### src/rtl/frac_interp_pkg.sv
// Shared constants and FSM encoding for the quarter-pel bilinear interpolator.
// FRAC_INTERP_ROUND_EN selects round-half-up (RND=8) instead of truncation.
package frac_interp_pkg;

    localparam int unsigned PIX_W       = 8;
    localparam int unsigned PIX_PER_ROW = 8;
    localparam int unsigned FRAC_BITS   = 2;
    localparam int unsigned ROW_W       = PIX_PER_ROW * PIX_W;
    localparam int unsigned ROW_IN_W    = ROW_W + PIX_W;
    localparam int unsigned ACC_W       = 12;

`ifdef FRAC_INTERP_ROUND_EN
    localparam int unsigned RND = 8;
`else
    localparam int unsigned RND = 0;
`endif

    typedef enum logic {
        IDLE = 1'b0,
        RUN  = 1'b1
    } state_e;

endpackage

### src/rtl/frac_interp_pix.sv
// Combinational single-pixel bilinear kernel; weights always sum to 16, so the
// 12-bit accumulator cannot overflow for 8-bit inputs.
module frac_interp_pix
    import frac_interp_pkg::*;
(
    input  logic [PIX_W-1:0]     a_i,
    input  logic [PIX_W-1:0]     b_i,
    input  logic [PIX_W-1:0]     c_i,
    input  logic [PIX_W-1:0]     d_i,
    input  logic [FRAC_BITS-1:0] fx_i,
    input  logic [FRAC_BITS-1:0] fy_i,
    output logic [PIX_W-1:0]     pix_c
);

    logic [ACC_W-1:0] wx0, wx1, wy0, wy1, acc;

    always_comb begin
        wx1   = ACC_W'(fx_i);
        wy1   = ACC_W'(fy_i);
        wx0   = ACC_W'(4) - wx1;
        wy0   = ACC_W'(4) - wy1;
        acc   = wx0 * wy0 * ACC_W'(a_i)
              + wx1 * wy0 * ACC_W'(b_i)
              + wx0 * wy1 * ACC_W'(c_i)
              + wx1 * wy1 * ACC_W'(d_i)
              + ACC_W'(RND);
        pix_c = PIX_W'(acc >> 4);
    end

endmodule

### src/rtl/frac_interp.sv
// Quarter-pel bilinear interpolator: pairs each incoming row with the previous
// one and emits eight filtered pixels per row. Rounding via FRAC_INTERP_ROUND_EN.
module frac_interp
    import frac_interp_pkg::*;
#(
    parameter int unsigned BLK_H = 8
)
(
    input  logic                 clk,
    input  logic                 reset,
    input  logic                 in_valid,
    input  logic                 in_sob,
    input  logic [ROW_IN_W-1:0]  in_row,
    input  logic [ROW_W-1:0]     in_ref,
    input  logic [FRAC_BITS-1:0] frac_x,
    input  logic [FRAC_BITS-1:0] frac_y,
    output logic [ROW_W-1:0]     filter_pix,
    output logic [ROW_W-1:0]     ref_pix,
    output logic                 input_ready,
    output logic                 blk_done,
    output logic                 sob_err
);

    localparam int unsigned CNT_W = (BLK_H > 1) ? $clog2(BLK_H) : 1;

    state_e               state_q, state_d;
    logic [CNT_W-1:0]     cnt_q, cnt_d;
    logic [ROW_IN_W-1:0]  prev_row_q, prev_row_d;
    logic [ROW_W-1:0]     prev_ref_q, prev_ref_d;
    logic [FRAC_BITS-1:0] fx_q, fx_d, fy_q, fy_d;
    logic [ROW_W-1:0]     filter_q, filter_d, refo_q, refo_d;
    logic                 rdy_q, rdy_d, done_q, done_d, err_q, err_d;
    logic [ROW_W-1:0]     kern_c;
    logic                 last_c;

    for (genvar k = 0; k < PIX_PER_ROW; k++) begin : g_pix
        frac_interp_pix u_pix (
            .a_i   (prev_row_q[k*PIX_W +: PIX_W]),
            .b_i   (prev_row_q[(k+1)*PIX_W +: PIX_W]),
            .c_i   (in_row[k*PIX_W +: PIX_W]),
            .d_i   (in_row[(k+1)*PIX_W +: PIX_W]),
            .fx_i  (fx_q),
            .fy_i  (fy_q),
            .pix_c (kern_c[k*PIX_W +: PIX_W])
        );
    end

    assign last_c = (cnt_q == CNT_W'(BLK_H - 1));

    // Next-state and datapath update; in_sob always restarts, even mid-block.
    always_comb begin
        state_d    = state_q;
        cnt_d      = cnt_q;
        prev_row_d = prev_row_q;
        prev_ref_d = prev_ref_q;
        fx_d       = fx_q;
        fy_d       = fy_q;
        filter_d   = filter_q;
        refo_d     = refo_q;
        rdy_d      = 1'b0;
        done_d     = 1'b0;
        err_d      = err_q;
        if (in_valid) begin
            if (in_sob) begin
                if (state_q == RUN) begin
                    err_d = 1'b1;
                end
                prev_row_d = in_row;
                prev_ref_d = in_ref;
                fx_d       = frac_x;
                fy_d       = frac_y;
                cnt_d      = '0;
                state_d    = RUN;
            end else if (state_q == RUN) begin
                filter_d   = kern_c;
                refo_d     = prev_ref_q;
                prev_row_d = in_row;
                prev_ref_d = in_ref;
                rdy_d      = 1'b1;
                if (last_c) begin
                    done_d  = 1'b1;
                    cnt_d   = '0;
                    state_d = IDLE;
                end else begin
                    cnt_d = cnt_q + CNT_W'(1);
                end
            end
        end
    end

    always_ff @(posedge clk or negedge reset) begin
        if (!reset) begin
            state_q <= IDLE;
        end else begin
            state_q <= state_d;
        end
    end

    always_ff @(posedge clk or negedge reset) begin
        if (!reset) begin
            cnt_q      <= '0;
            prev_row_q <= '0;
            prev_ref_q <= '0;
            fx_q       <= '0;
            fy_q       <= '0;
            filter_q   <= '0;
            refo_q     <= '0;
            rdy_q      <= 1'b0;
            done_q     <= 1'b0;
            err_q      <= 1'b0;
        end else begin
            cnt_q      <= cnt_d;
            prev_row_q <= prev_row_d;
            prev_ref_q <= prev_ref_d;
            fx_q       <= fx_d;
            fy_q       <= fy_d;
            filter_q   <= filter_d;
            refo_q     <= refo_d;
            rdy_q      <= rdy_d;
            done_q     <= done_d;
            err_q      <= err_d;
        end
    end

    assign filter_pix  = filter_q;
    assign ref_pix     = refo_q;
    assign input_ready = rdy_q;
    assign blk_done    = done_q;
    assign sob_err     = err_q;

endmodule

### config.mk
export PLATFORM = sky130hd
export DESIGN_NAME = frac_interp
export DESIGN_NICKNAME = d
export VERILOG_FILES = /design/src/rtl/frac_interp_pkg.sv /design/src/rtl/frac_interp_pix.sv /design/src/rtl/frac_interp.sv
export SDC_FILE = /design/constraint.sdc
export NUM_CORES = 2
export LEC_CHECK = 0
export CAP_MARGIN = 20
export CORE_MARGIN = 2
export CORE_UTILIZATION = 60
export CTS_BUF_LIST = sky130_fd_sc_hd__clkbuf_2
export DETAILED_ROUTE_END_ITERATION = 6
export GPL_TIMING_DRIVEN = 1
export PLACE_DENSITY = 0.76
export REMOVE_ABC_BUFFERS = 1
export SLEW_MARGIN = 20
export SYNTH_ARGS = -nofsm -noshare
export SYNTH_HDL_FRONTEND = slang
export SYNTH_HIERARCHICAL = 1
export SYNTH_SLANG_ARGS = --single-unit
### constraint.sdc
create_clock -name clk -period 11.15 [get_ports clk]
set_clock_uncertainty 0.2 [all_clocks]
set_input_delay 2.23 -clock clk [delete_from_list [all_inputs] [get_ports clk]]
set_output_delay 2.23 -clock clk [all_outputs]
set_load 0.005 [all_outputs]
==> impl_metrics.env <==
export IMPL_fin_crit_ns=9.44
export IMPL_die_h_microns=315
export IMPL_syn_instance_count=5883
export IMPL_r2r_slack_ns=1.71
export IMPL_yosys_cell_count_top_type="inv_1"
export IMPL_grt_pass1_wl_microns=228000
export IMPL_ant_nets=0
export IMPL_syn_cell_area_sq_um=58100
export IMPL_cp_start_kind="flip-flop"
export IMPL_cp_end_kind="flip-flop"
export IMPL_status="finished, final reports clean"
export IMPL_setup_violations=0
export IMPL_drt_pass1_iter_count=5
export IMPL_hold_class="reg2reg"
export IMPL_core_sq_um=96300
export IMPL_rsz0062_at_grt="no"
export IMPL_cts_sinks=275
export IMPL_fin_crit_sh=0.847
export IMPL_die_w_microns=315
export IMPL_antenna_found_initial=6
export IMPL_worst_ep_arrival_time_ns=10.33
export IMPL_synth_async_reset_ratio=1.00
export IMPL_clk_latency_ns=1.32
export IMPL_start_util=0.604
export IMPL_slowest_delay_ns=0.89
export IMPL_synth_area_leaders="fa_1 (34%), ha_1 (17%), dfrtp_1 (12%)"
export IMPL_syn_avg_cell_area_sq_um=9.88
export IMPL_path_common_cell="fa_1"
export IMPL_synth_seq_area_share=0.118
export IMPL_num_rows=114
export IMPL_grt_ovfl_total=0
export IMPL_hold_path_end="ref_pix[53]$_DFFE_PN0P_"
export IMPL_maxSlewHeadroom=0.305
export IMPL_yosys_area_top_type="fa_1"
export IMPL_synth_enable_flop_cells=0
export IMPL_dpl_cell_count=7371
export IMPL_hold_depth=1
export IMPL_layout_cells_non_filler=7528
export IMPL_drv_cap=0
export IMPL_dpl_cell_area_sq_um=62300
export IMPL_layout_drive_gt1_share=0.0732
export IMPL_finalHoldViolations=0
export IMPL_fin_tns_setup_ns=0
export IMPL_final_cell_area_sq_um=63000
export IMPL_worst_r2r_path_depth=28
export IMPL_cts_resized_gates=0
export IMPL_cts_buffers=87
export IMPL_whs_ns=0.268
export IMPL_worstReg2RegStart="fy_q[1]$_DFFE_PN0P_"
export IMPL_min_delay_start="prev_ref_q[53]$_DFFE_PN0P_"
export IMPL_grt_max_degree=172
export IMPL_critical_path_buf_inv_count=6
export IMPL_synth_warnings=6
export IMPL_wl_per_cell_microns=18.2
export IMPL_drt_iter0_drc=2006
export IMPL_vias=40200
export IMPL_portBuffers=274
export IMPL_synth_seq_cells=275
export IMPL_clock_tree_root_cell="clkbuf_2"
export IMPL_crit_family="adder cells"
export IMPL_ys_flop_type="dfrtp_1"
export IMPL_critPathKind="reg2reg"
export IMPL_htree_num_levels=3
export IMPL_fin_nets=8130
export IMPL_synth_top_area_share=0.342
export IMPL_cts_tree="done"
export IMPL_worstPathMaxFanout=14
export IMPL_area_growth_pct=8.48
export IMPL_finalMaxSlewViolations=0
export IMPL_crit_required_ns=12.04
export IMPL_synth_cell_type_count=54
export IMPL_worst_slew_pin_slew_ns=1.04
export IMPL_max_freq_mhz=106
export IMPL_post_cts_buffers=0
export IMPL_rr_endpoint="filter_pix[47]$_DFFE_PN0P_"
export IMPL_via_per_inst=5.34
export IMPL_yosys_top_cells_count="inv_1 (1525), fa_1 (992), ha_1 (810), and2_1 (756), nand2_1 (375)"
export IMPL_drt_total_wl_microns=137000
export IMPL_clock_path_buffers=3
export IMPL_gp_congestion=0.901
export IMPL_cts_hold_buffers=0
export IMPL_slowest_stage="dfrtp_1"
export IMPL_grt_pass1_vias=44200
export IMPL_drc_errors=0
export IMPL_die_area_sq_um=99400
export IMPL_clk_pin_slew_ns=0.10
export IMPL_boundaryPins=275
export IMPL_grt_total_usage=0.292
export IMPL_dpl_hpwl_microns=110000
kinds of logic after synthesis:
group	count (synthesis)	share of synthesized area
adder cells (fa/ha/maj)	1802	0.516
buffers and inverters	1608	0.105
AND/OR/NAND/NOR	1532	0.148
flip-flops	275	0.118
multiplexers	268	0.0545
XOR/XNOR	253	0.0408
AO/OA/AOI/OAI	145	0.0171
cells in the final DEF (no fill, tap or decap), drive strengths merged, types with 122 or more instances in the layout:
cell type,n
fa,992
inv,1530
clkdlybuf4s50,273
mux2,268
dfrtp,275
and2,767
ha,810
xnor2,206
and3,217
clkbuf,122
nand2,379
flip-flops by register name (all words and copies together), names as in the netlist:
| register | cells |
|---|---|
| input_ready | 1 |
| cnt_q | 3 |
| state_q | 1 |
| fy_q | 2 |
| prev_row_q | 72 |
| blk_done | 1 |
| sob_err | 1 |
| filter_pix | 64 |
| fx_q | 2 |
| prev_ref_q | 64 |
| ref_pix | 64 |
area by class of cell:
| cell class | instances | area (sq um) |
|---|---|---|
| Antenna cell | 7 | 17.5 |
| Tap cell | 1276 | 1600 |
| Inverter | 1525 | 5720 |
| Timing Repair Buffer | 295 | 2930 |
| Sequential cell | 275 | 6890 |
| Multi-Input combinational cell | 4000 | 45100 |
| Clock buffer | 122 | 611 |
| Clock inverter | 28 | 164 |
| Fill cell | 7911 | 33200 |
metrics by stage:
stage                     setup slack (ns)   util
after floorplan                      0.256      -
after global placement                1.94  0.647
after detailed placement              1.69  0.647
after CTS                             1.66  0.655
after global routing                  1.27  0.655
final                                 1.71  0.655
worst max-delay path by stage:
stage | from | to | slack, ns | cells past startpoint
floorplan | fx_q[0]$_DFFE_PN0P_ | filter_pix[55]$_DFFE_PN0P_ | 0.26 | 27
global placement | fy_q[1]$_DFFE_PN0P_ | filter_pix[47]$_DFFE_PN0P_ | 1.94 | 28
detailed placement | fy_q[1]$_DFFE_PN0P_ | filter_pix[39]$_DFFE_PN0P_ | 1.69 | 28
CTS | fy_q[1]$_DFFE_PN0P_ | filter_pix[39]$_DFFE_PN0P_ | 1.66 | 28
global route | fy_q[1]$_DFFE_PN0P_ | filter_pix[39]$_DFFE_PN0P_ | 1.27 | 28
finish | fy_q[1]$_DFFE_PN0P_ | filter_pix[47]$_DFFE_PN0P_ | 1.71 | 28
routing by layer:
metal	global-route usage	vias up	wire, microns
met5	0	-	12
met4	0.121	2	6180
met3	0.0475	334	7710
met2	0.502	1084	68800
met1	0.368	20500	54100
li1	-	18400	-
Power is not shown: default switching activity piles up to over one toggle a cycle in this logic, so the estimate is an artifact.
